==> src/rtl/led_stretch.sv <==
// Per-channel LED pulse stretcher: each event strobe becomes a fixed-length lit pulse
// followed by a guaranteed dark gap; events arriving mid-blink collapse into one more blink.
module led_stretch #(
  parameter int CHANNELS   = 4,
  parameter int ON_CYCLES  = 5000000,
  parameter int OFF_CYCLES = 5000000,
  parameter int CNT_W      = 32
) (
  input  logic                clk,
  input  logic                rst_n,
  input  logic [CHANNELS-1:0] evt,
  output logic [CHANNELS-1:0] led,
  output logic [CHANNELS-1:0] busy
);

  typedef enum logic [1:0] {
    IDLE = 2'd0,
    ON   = 2'd1,
    GAP  = 2'd2
  } state_t;

  localparam logic [CNT_W-1:0] ON_LAST  = CNT_W'(ON_CYCLES - 1);
  localparam logic [CNT_W-1:0] OFF_LAST = CNT_W'(OFF_CYCLES - 1);
  localparam logic [CNT_W-1:0] CNT_ONE  = CNT_W'(1);

  for (genvar i = 0; i < CHANNELS; i++) begin : g_ch
    state_t           state_q, state_d;
    logic [CNT_W-1:0] cnt_q, cnt_d;
    logic             pend_q, pend_d;
    logic             led_q, busy_q;

    always_ff @(posedge clk or negedge rst_n) begin
      if (!rst_n) begin
        state_q <= IDLE;
        cnt_q   <= '0;
        pend_q  <= 1'b0;
        led_q   <= 1'b0;
        busy_q  <= 1'b0;
      end else begin
        state_q <= state_d;
        cnt_q   <= cnt_d;
        pend_q  <= pend_d;
        // Outputs decoded from the next state so they are true flops, aligned with state_q
        led_q   <= (state_d == ON);
        busy_q  <= (state_d != IDLE);
      end
    end

    always_comb begin
      state_d = state_q;
      cnt_d   = cnt_q;
      pend_d  = pend_q;
      unique case (state_q)
        IDLE: begin
          if (evt[i]) begin
            state_d = ON;
            cnt_d   = '0;
            pend_d  = 1'b0;
          end
        end
        ON: begin
          if (evt[i]) pend_d = 1'b1;
          if (cnt_q == ON_LAST) begin
            state_d = GAP;
            cnt_d   = '0;
          end else begin
            cnt_d = cnt_q + CNT_ONE;
          end
        end
        GAP: begin
          if (cnt_q == OFF_LAST) begin
            // An event on the final gap cycle starts the next blink directly
            state_d = (pend_q || evt[i]) ? ON : IDLE;
            cnt_d   = '0;
            pend_d  = 1'b0;
          end else begin
            cnt_d = cnt_q + CNT_ONE;
            if (evt[i]) pend_d = 1'b1;
          end
        end
        default: begin
          state_d = IDLE;
          cnt_d   = '0;
          pend_d  = 1'b0;
        end
      endcase
    end

    assign led[i]  = led_q;
    assign busy[i] = busy_q;
  end

endmodule

==> config.mk <==
export PLATFORM = sky130hd
export DESIGN_NAME = led_stretch
export DESIGN_NICKNAME = d
export VERILOG_FILES = /design/src/rtl/led_stretch.sv
export SDC_FILE = /design/constraint.sdc
export NUM_CORES = 1
export LEC_CHECK = 0
export ABC_CLOCK_PERIOD_IN_PS = 3200
export BUFFER_PORTS_ARGS = -buffer_cell sky130_fd_sc_hd__buf_2
export CAP_MARGIN = 10
export CORE_UTILIZATION = 30
export DETAILED_ROUTE_END_ITERATION = 10
export SLEW_MARGIN = 20
export SYNTH_ARGS = -nofsm -noshare
export SYNTH_HDL_FRONTEND = slang
export SYNTH_SLANG_ARGS = --single-unit
==> constraint.sdc <==
create_clock -name clk -period 3.2 [get_ports clk]
set_input_delay 0.8 -clock clk [delete_from_list [all_inputs] [get_ports clk]]
set_output_delay 0.8 -clock clk [all_outputs]
set_load 0.02 [all_outputs]
* Word-level counts from Yosys, hierarchy flattened *
Cells that the tools add are included.

word-level totals
  register bits = 148
  output and inout bits = 8
  logic and storage cells = 108

operators by class
  multiplexer cells = 48
  equality and inequality tests = 20
  reductions and logical operators = 16
  add/sub/neg operators = 4

operators with widths
  cell                   number
  $mux 32                8
  $pmux 32 s2            4
  $add 32x1->32 const B  4
  $eq 32x23->1 const B   4
  $mux 2                 12
  $pmux 2 s3             4
  $eq 2x1->1 const B     8
  $mux 1                 16
  $pmux 1 s3             4
  $eq 2x2->1 const B     4
  $logic_not 2->1        4
  $ne 2x2->1 const B     4
  $reduce_bool 2->1      4
  $reduce_or 2->1        4
  $logic_or 1x1->1       4

* Longest topological paths before layout *
Gate-level depths: netlist of run 1.

  depth after elaboration = 5
  mapped depth = 8

* Worst setup path before layout of run 1 *
Ideal clock, no wire load.

  path type = reg-to-reg
  start = register g_ch[2].state_q[0]
  end = register g_ch[2].cnt_q[27]
  data required time = 3122 ps
  period minus slack after synthesis = 2324 ps
  arrival = 2246 ps
  path slack = 876 ps
  stages on the path, launching flop included = 9
  path through = dfrtp_1 -> inv_1 -> ha_1 -> nor2b_1 -> or4_1 -> clkbuf_1 -> nor3_1 -> or3b_1 -> a21oi_1

on the way
  word-level cells in the longest chain between the ends = 3
  elaborated cells between the ends (all ways) = 6
  classes of those cells = eq/ne (3); mux (1); reduce/logical (2)

ends and longest elaborated chain
  what                                             RTL line  RTL
  start: declaration                               27        state_t state_q, state_d;
  start signal: assignment                         40        state_q <= state_d;
  $eq 2x2->1 / $eq 2x1->1 (equally long branches)  53        unique case (state_q)
  $reduce_or 2->1 (no line)                        -
  $pmux 32 s2                                      53
  end signal: assignment                           41        cnt_q <= cnt_d;
  end: declaration                                 28        logic [CNT_W-1:0] cnt_q, cnt_d;

Parallel ways exist; a longest one is shown, timed or not.
A chain may end at the register's enable or synchronous reset.

* Final worst setup path of run 1 *
  start = register g_ch[1].cnt_q[16]
  end = register g_ch[1].cnt_q[27]

on the way
  word-level cells in the longest chain between the ends = 3
  elaborated cells between the ends (all ways) = 4
  classes of those cells = add/sub (1); eq/ne (1); mux (2)

ends and longest elaborated chain
  what                                                  RTL line
  start: declaration                                    28
  start signal: assignment                              41
  $add 32x1->32 / $eq 32x23->1 (equally long branches)  -
  $mux 32 *                                             63, 71
  $pmux 32 s2 *                                         53

Mark *: on every way between the ends. The rest lies on a longest branch, timed or not.

==> results of run 1 <==
[cells in the mapped netlist, drive strengths merged (20+ instances only)]
cell,number
nand3,52
dfrtp,148
a21oi,21
nor3,31
xor2,36
clkbuf,23
ha,20
inv,29
nand2,67
nand4,48
and4,22
o21ai,29
nor4,35
xnor2,59
nor2,117
[power by group]
part	internal, µW	switching, µW	leakage (µW)
registers	1960	66.3	0.00197
clock network	1340	754	0.000304
logic	209	390	0.00150
total	3510	1210	0.00378
[per-layer routing]
metal,vias to the layer above,routed length (µm),track usage
li1,3198,-,-
met1,3011,8390,0.166
met2,71,7610,0.201
met3,17,346,0.0235
met4,0,281,0.0572
met5,-,0,0
[stage by stage]
| step | utilization | hold WS, ns | area [µm²] |
|---|---|---|---|
| after global routing | 0.345 | 0.373 | 9250 |
| after global placement | 0.322 | 0.487 | 8630 |
| final | 0.345 | 0.329 | 9250 |
| after CTS | 0.345 | 0.345 | 9250 |
| after floorplan | - | 0.474 | 8160 |
| after detailed placement | 0.322 | 0.503 | 8630 |
[cell usage in the layout (no fill, tap or decap), types with 4 or more instances in the layout]
cell type	n
dfrtp_1	148
nor2_1	116
nand2_1	67
xnor2_1	59
nand3_1	52
nand4_1	48
xor2_1	36
nor4_1	35
nor3_1	31
inv_1	29
and4_1	22
o21ai_0	20
ha_1	20
a21oi_1	19
clkbuf_16	17
buf_4	16
and3_1	13
or3_1	12
buf_2	12
nor4b_1	10
and2_1	10
nand2b_1	10
o21ai_1	9
nor2b_1	7
o31ai_1	6
or4_1	4
mux2i_1	4
o2bb2ai_1	4
bufinv_16	4
[cells by family (layout without fill, tap and decap cells)]
group,Yosys count,in the layout,share of synthesized area
xor gates and xnor gates,95,95,0.102
adders and majority gates,20,20,0.0307
buffers and inverters,65,90,0.0353
muxes,5,5,0.00629
DFF,148,148,0.454
AOI/OAI and AO/OA,94,94,0.0768
and+or+nand+nor,456,456,0.295
[state kept, by name (all words and copies together) (netlist names)]
| name | cells |
|---|---|
| g_ch.led_q | 4 |
| g_ch.busy_q | 4 |
| g_ch.state_q | 8 |
| g_ch.pend_q | 4 |
| g_ch.cnt_q | 128 |
[layout make-up]
class | instances | area, µm²
Sequential cell | 148 | 3700
Tap cell | 341 | 427
Clock inverter | 9 | 153
Clock buffer | 22 | 464
Multi-Input combinational cell | 670 | 4180
Fill cell | 2742 | 17500
Inverter | 29 | 109
Timing Repair Buffer | 30 | 211
[worst max-delay path, stage by stage (launching register included)]
cell	delay, ns
dfrtp_1	0.40
or4_1	0.55
or4_4	0.58
or2_4	0.29
a21oi_2	0.13
buf_4	0.31
nor3_1	0.10
[worst paths after layout]
path | to | depth (start not counted)
setup / recovery | g_ch[1].cnt_q[27]$_DFFE_PN0P_ | 6
hold / removal | g_ch[1].cnt_q[7]$_DFFE_PN0P_ | 1
setup reg to reg | g_ch[1].cnt_q[27]$_DFFE_PN0P_ | 6
hold reg to reg | g_ch[1].cnt_q[1]$_DFFE_PN0P_ | 2
max in group asynchronous | g_ch[2].cnt_q[30]$_DFFE_PN0P_ | 2
min in group clk | g_ch[1].cnt_q[1]$_DFFE_PN0P_ | 2
==> results.txt, run 1 <==
- 14 I/O pins were placed.
- In this run the clock root is driven by a clkbuf_16.
* Vias per std cell: 5.04
- Headroom to the max-slew limit came out at 0.485.
- CP Data Required Time: 3.49 ns
- Hold-fix buffers, CTS: 0
- Clock-pin slew on the worst setup and hold paths: around 0.060 ns
- The number of hold-slack violations in the final timing report came to 0.
- Of the post-synthesis cell area, the dominant cell type holds 0.454.
* Most used flip-flop cell after synthesis: dfrtp_1
- Worst clock skew: just over 0.008 ns
* Post-synth top area cell: dfrtp_1
- The synthesized design contains 0 enable-type register cells.
- In the final layout, the share of cells above drive strength 1 is 0.0760.
* Global-route wire length before repair: roughly 29000 µm
- After clock tree synthesis, the setup repair step added 0 buffers.
* Synth Register Bits: 148
- DIE WIDTH: 167 µm
* Placed cells: 1218
- Dividing total power by cell area gives a power density of 510 nW/µm².
* All-layer global routing usage: 0.126
- In this run the worst path has a maximum fanout of 30.
- Across the run, the number of max-cap violations was 0.
* TritonCTS clock tree: done
* Count of input and output buffers: 13
* Via total after detailed routing: 6297
- The congestion estimate from routability-driven global placement came to 0.814.
* Synth warnings: 0
- DR pass1 iterations: 4
- Setup slack after placement: 0.652 ns
- Iteration-0 DRC count of the detailed router: 372
- Result of the run: completed
* CTS-repair resized insts: 0
* Remaining global-route overflow: 0
* Number of diodes: 0
* Worst Path Arrival: approximately 2.8 ns
- Clk_lat worst skew: ~0.43 ns
- The worst setup path is launched from a flop.
- Compared with the post-synthesis result, the final layout area differs by 13.4%.
- The H-tree was split into 4 levels.
- The floorplan step defined a die boundary enclosing 27900 µm².
- The worst register-to-register path begins at g_ch[1].cnt_q[16]$_DFFE_PN0P_.
- Critical path startpoint: g_ch[1].cnt_q[16]$_DFFE_PN0P_
- Overall die height: 167 µm
- Of the synthesized area, sequential elements account for 0.454.
- Counting along the longest clock path gives a buffer depth of 2.
- Clock Sinks: 148
- Number of distinct standard cells referenced by the synthesized netlist: 65
* Overall power: 4720 µW
- The worst path in the final design needs a cycle of 2.50 ns, including I/O delays and setup.
- For this configuration, the core starts out at a cell density of 0.305.
- In this run the cell area of the synthesized design comes to 8160 µm².
* Maximum number of pins on one net before global-route repair: between 60 and 70
- Final net count: 922
- Fraction of registers with async set or reset after synthesis: 1.00
- Count of antenna-violating nets left after detailed routing: 0
* Final setup TNS: 0 ns
* Static leakage: approximately 0.0038 µW
* Number of buffers added by the clock tree synthesis step: 17
* Synth top area cells: dfrtp_1 45%, xnor2_1 6.3%, nor2_1 5.4%
- For this run, design rule violations remaining after detail routing come to 0.
- Standard-cell row count: 60
- FF-to-FF setup slack: 0.70 ns
- Total setup violations reported at the end of the flow: 0
* Setup repair after global routing missed its margin: no
- The worst hold path belongs to the class in -> async.
- Minimum setup slack in the final design: 0.701 ns
- Type of destination of the critical path: flop
* Tightest Pin Transition: 0.766 ns
- For this run, the number of standard cells in the final layout without fillers is 1249.
* Crit share post-route: 0.781
* Via count of the first global-routing pass: 6093
- Highest clock frequency the design can meet: 0.400 GHz
* Synthesized Nets: just over 900
- The critical path is of the reg -> reg type.
* Routed wire length per instance: between 10 and 15 µm
- HPWL reported at the end of detailed placement: between 10000 and 15000 µm
* Gate Count Post-Synth: 883
- Core region area: 26800 µm²
- Wires add up to 16600 µm.
* Mean area per synthesized cell: 9.24 µm²
- Peak ir drop on the vdd network: 352 µV
- The number of pins exceeding their max-slew limit in the final report came to 0.
- The initial antenna violation count was 0.
Power figures use the tool's default switching activity.
==> run 2, diff against run 1 <==
--- a/config.mk
+++ b/config.mk
@@ -5,7 +5,7 @@
 export SDC_FILE = /design/constraint.sdc
 export NUM_CORES = 1
 export LEC_CHECK = 0
-export ABC_CLOCK_PERIOD_IN_PS = 3200
+export ABC_CLOCK_PERIOD_IN_PS = 2400
 export BUFFER_PORTS_ARGS = -buffer_cell sky130_fd_sc_hd__buf_2
 export CAP_MARGIN = 10
 export CORE_UTILIZATION = 30
==> constraint.sdc (replaced) <==
create_clock -name clk -period 2.4 [get_ports clk]
set_input_delay 0.6 -clock clk [delete_from_list [all_inputs] [get_ports clk]]
set_output_delay 0.6 -clock clk [all_outputs]
set_load 0.02 [all_outputs]
==> results.txt, run 2 (same netlist as run 1, synthesis figures left out) <==
- The run finished with clean final reports.
- The HPWL after detailed placement is 11600 µm (+3.4%).
- Post-route non-filler standard cell count: 1274 (+2.0%)
- The via-per-instance ratio is 5.04 (about the same).
* Commonest non-fill, non-tap cells in the layout: 148 x dfrtp_1, 116 x nor2_1, 67 x nand2_1, 59 x xnor2_1, 52 x nand3_1
- The chip width is 167 µm (unchanged).
- The shortest period the worst path allows is 2.34 ns (-0.155 ns).
- Placed Instance Area: 8860 µm² (+2.6%)
* Count of endpoints failing hold in the final timing report: 0 (unchanged)
- Clock Sinks: 148 (unchanged)
- Post-CTS setup buffer count: 0 (unchanged)
- Total setup violations reported at the end of the flow: 0 (unchanged)
- TritonCTS built the clock tree.
* Remaining global-route overflow: 0 (unchanged)
* Clock-pin slew on the worst setup and hold paths: 0.06 ns (about the same)
- The total number of vias was 6420 (+2.0%).
* Worst Path Arrival: 2.65 ns (-0.14 ns)
* Sw frac: 0.280 (+0.0236)
- The sequential power share was 0.431 (+0.002).
* Highest clock frequency the design can meet: 0.427 GHz (+6.6%)
- The initial antenna violation count was 0 (unchanged).
- More flip-flops sit in one register than any other, and that register is g_ch.cnt_q.
- DR pass1 iterations: 4 (unchanged)
- The data required time at the worst endpoint is 2.71 ns (-0.78 ns).
* Initial Util: 0.305 (unchanged)
* Number of buffers added by the clock tree synthesis step: 17 (unchanged)
* Clock root buffer master: clkbuf_16
- Overall die height: 167 µm (unchanged)
- The largest registers in the layout are g_ch.cnt_q: 128 flops, g_ch.state_q: 8 flops.
* Critical path fanouts, max: 16 (-47%)
- Relative contribution of combinational cells to total power: 0.142 (+0.015)
* Maximum root-to-sink buffer count: 2 (unchanged)
- Final Util: 0.354 (+0.00840)
- Static leakage: 0.00388 µW (+2.9%)
- Compared with the post-synthesis result, the final layout area differs by 16.1%.
- STA classifies the critical path endpoint as a flop.
- In this run the worst hold path is classified as reg -> reg.
- Setup repair after global routing missed its margin: yes
* Maxcap violations: 0 (unchanged)
* Area of all placed cells without fillers: 9480 µm² (+2.4%)
- The initial detailed-routing violation count came to 373 (+0.27%).
- The remaining routing DRC violations is 0 (unchanged).
* Number of diodes: 0 (unchanged)
- Final net count: 946 (+2.6%)
- The total detailed-routing wirelength was 17100 µm (+2.5%).
- The relative contribution of the clock network to total power came to 0.427 (-0.017).
- The total of buffers placed on input and output ports was 13 (unchanged).
- The internal portion of total power was 4520 µW (+29%).
* Total Die Area: 27900 µm² (unchanged)
- Maximum number of pins on one net before global-route repair: 84 (+27%)
- The worst relative slew slack is 0.634 (+0.149).
- The number of pins exceeding their max-slew limit in the final report is 0 (unchanged).
- Max H-tree Level: 4 (unchanged)
- Worst clock skew: 0.00897 ns (+0.000772 ns)
- The fraction of final layout cells sized beyond drive strength 1 came to 0.106 (+0.0301).
* Core region area: 26800 µm² (unchanged)
- Standard-cell row count: 60 (unchanged)
* Routed wire length per instance: 13.4 µm (+0.51%)
* Count of antenna-violating nets left after detailed routing: 0 (unchanged)
* Via count of the first global-routing pass: 6216 (+2.0%)
* Startpoint type of the worst setup path: flop
* Leading cell type in the layout, fill and taps excluded: dfrtp_1
- The flip-flop count of the largest register after layout was 128 (unchanged).
- The power density over cell area came to 662 nW/µm² (+30%).
* Crit share post-route: 0.977 (+0.196)
- Placed cells: 1241 (+1.9%)
* Top-Level Pins: 14 (unchanged)
- Tightest Pin Transition: 0.544 ns (-0.222 ns)
- Final GP Congestion: 0.816 (+0.28%)
- The critical path in this run is classified as reg -> reg.
- Clk_lat worst skew: 0.43 ns (about the same)
- The maximum resistive drop on vdd was 393 µV (+12%).
- The switching power total came to 1760 µW (+45%).
- All-layer global routing usage: 0.131 (+0.00430)
* Global-route wire length before repair: 30100 µm (+3.5%)
[run 2: cell types whose count changed in the layout (fill, tap and decap cells not counted), sizes merged]
| cell | change |
|---|---|
| clkinvlp | +5 |
| dlygate4sd3 | +1 |
| buf | +23 |
| clkinv | -1 |
| inv | +3 |
| clkbuf | -4 |
| bufinv | -2 |
[run 2: repair_timing]
action                                 in CTS  in global routing
hold buffers                                1                  0
endpoints found under the hold margin       6                  0
setup endpoints to repair                   0                 11
gates resized for setup                     0                  4
[run 2: per-layer routing]
layer | global-route usage | share of wire | vias to the layer above
met5 | 0 | 0 | -
li1 | - | - | 3233
met2 | 0.209 | 0.46 | 58
met3 | 0.0247 | 0.021 | 24
met1 | 0.173 | 0.50 | 3105
met4 | 0.0531 | 0.018 | 0
[run 2: final cells by class]
class	instances	area, µm²
fillers	2692	17300
clock buffers	18	439
multi-input cells	670	4200
clock inverters	14	151
well taps	341	427
repair buffers	54	444
inverters	29	109
flip-flops and latches	148	3700
[run 2: final timing paths]
kind / start / end / slack, ns / depth (start not counted)
setup / recovery: g_ch[1].cnt_q[16]$_DFFE_PN0P_ / g_ch[1].cnt_q[18]$_DFFE_PN0P_ / 0.06 / 6
hold / removal: g_ch[2].cnt_q[1]$_DFFE_PN0P_ / g_ch[2].cnt_q[1]$_DFFE_PN0P_ / 0.51 / 2
setup reg to reg: g_ch[1].cnt_q[16]$_DFFE_PN0P_ / g_ch[1].cnt_q[18]$_DFFE_PN0P_ / 0.06 / 6
hold reg to reg: g_ch[2].cnt_q[1]$_DFFE_PN0P_ / g_ch[2].cnt_q[1]$_DFFE_PN0P_ / 0.51 / 2
max in group asynchronous: rst_n / g_ch[3].cnt_q[5]$_DFFE_PN0P_ / 1.22 / 3
min in group asynchronous: rst_n / g_ch[1].cnt_q[7]$_DFFE_PN0P_ / 0.54 / 2
[run 2: worst max-delay path: stages (launching register included)]
cell     delay [ns]
dfrtp_1        0.38
or4_1          0.52
or4_4          0.57
or2_4          0.29
a21oi_2        0.16
buf_4          0.23
nor2_1         0.08
[run 2: through the flow]
stage	setup TNS [ns]	total power, µW	hold WS, ns	worst slack (ns)
after floorplan	0	3370	0.304	0.0763
after global placement	0	3630	0.413	0.0877
after detailed placement	0	3650	0.412	0.0478
after CTS	0	6350	0.513	0.0331
after global routing	-0.0699	6580	0.532	-0.0180
final	0	6270	0.512	0.0555
[run 2: power groups by stage]
stage / Clock [µW] / Sequential [µW] / Combinational, µW
final: 2680 / 2700 / 893
after global routing: 2850 / 2720 / 1000
after CTS: 2740 / 2700 / 909
after detailed placement: 0 / 2740 / 906
after global placement: 0 / 2740 / 886
after floorplan: 0 / 2720 / 647
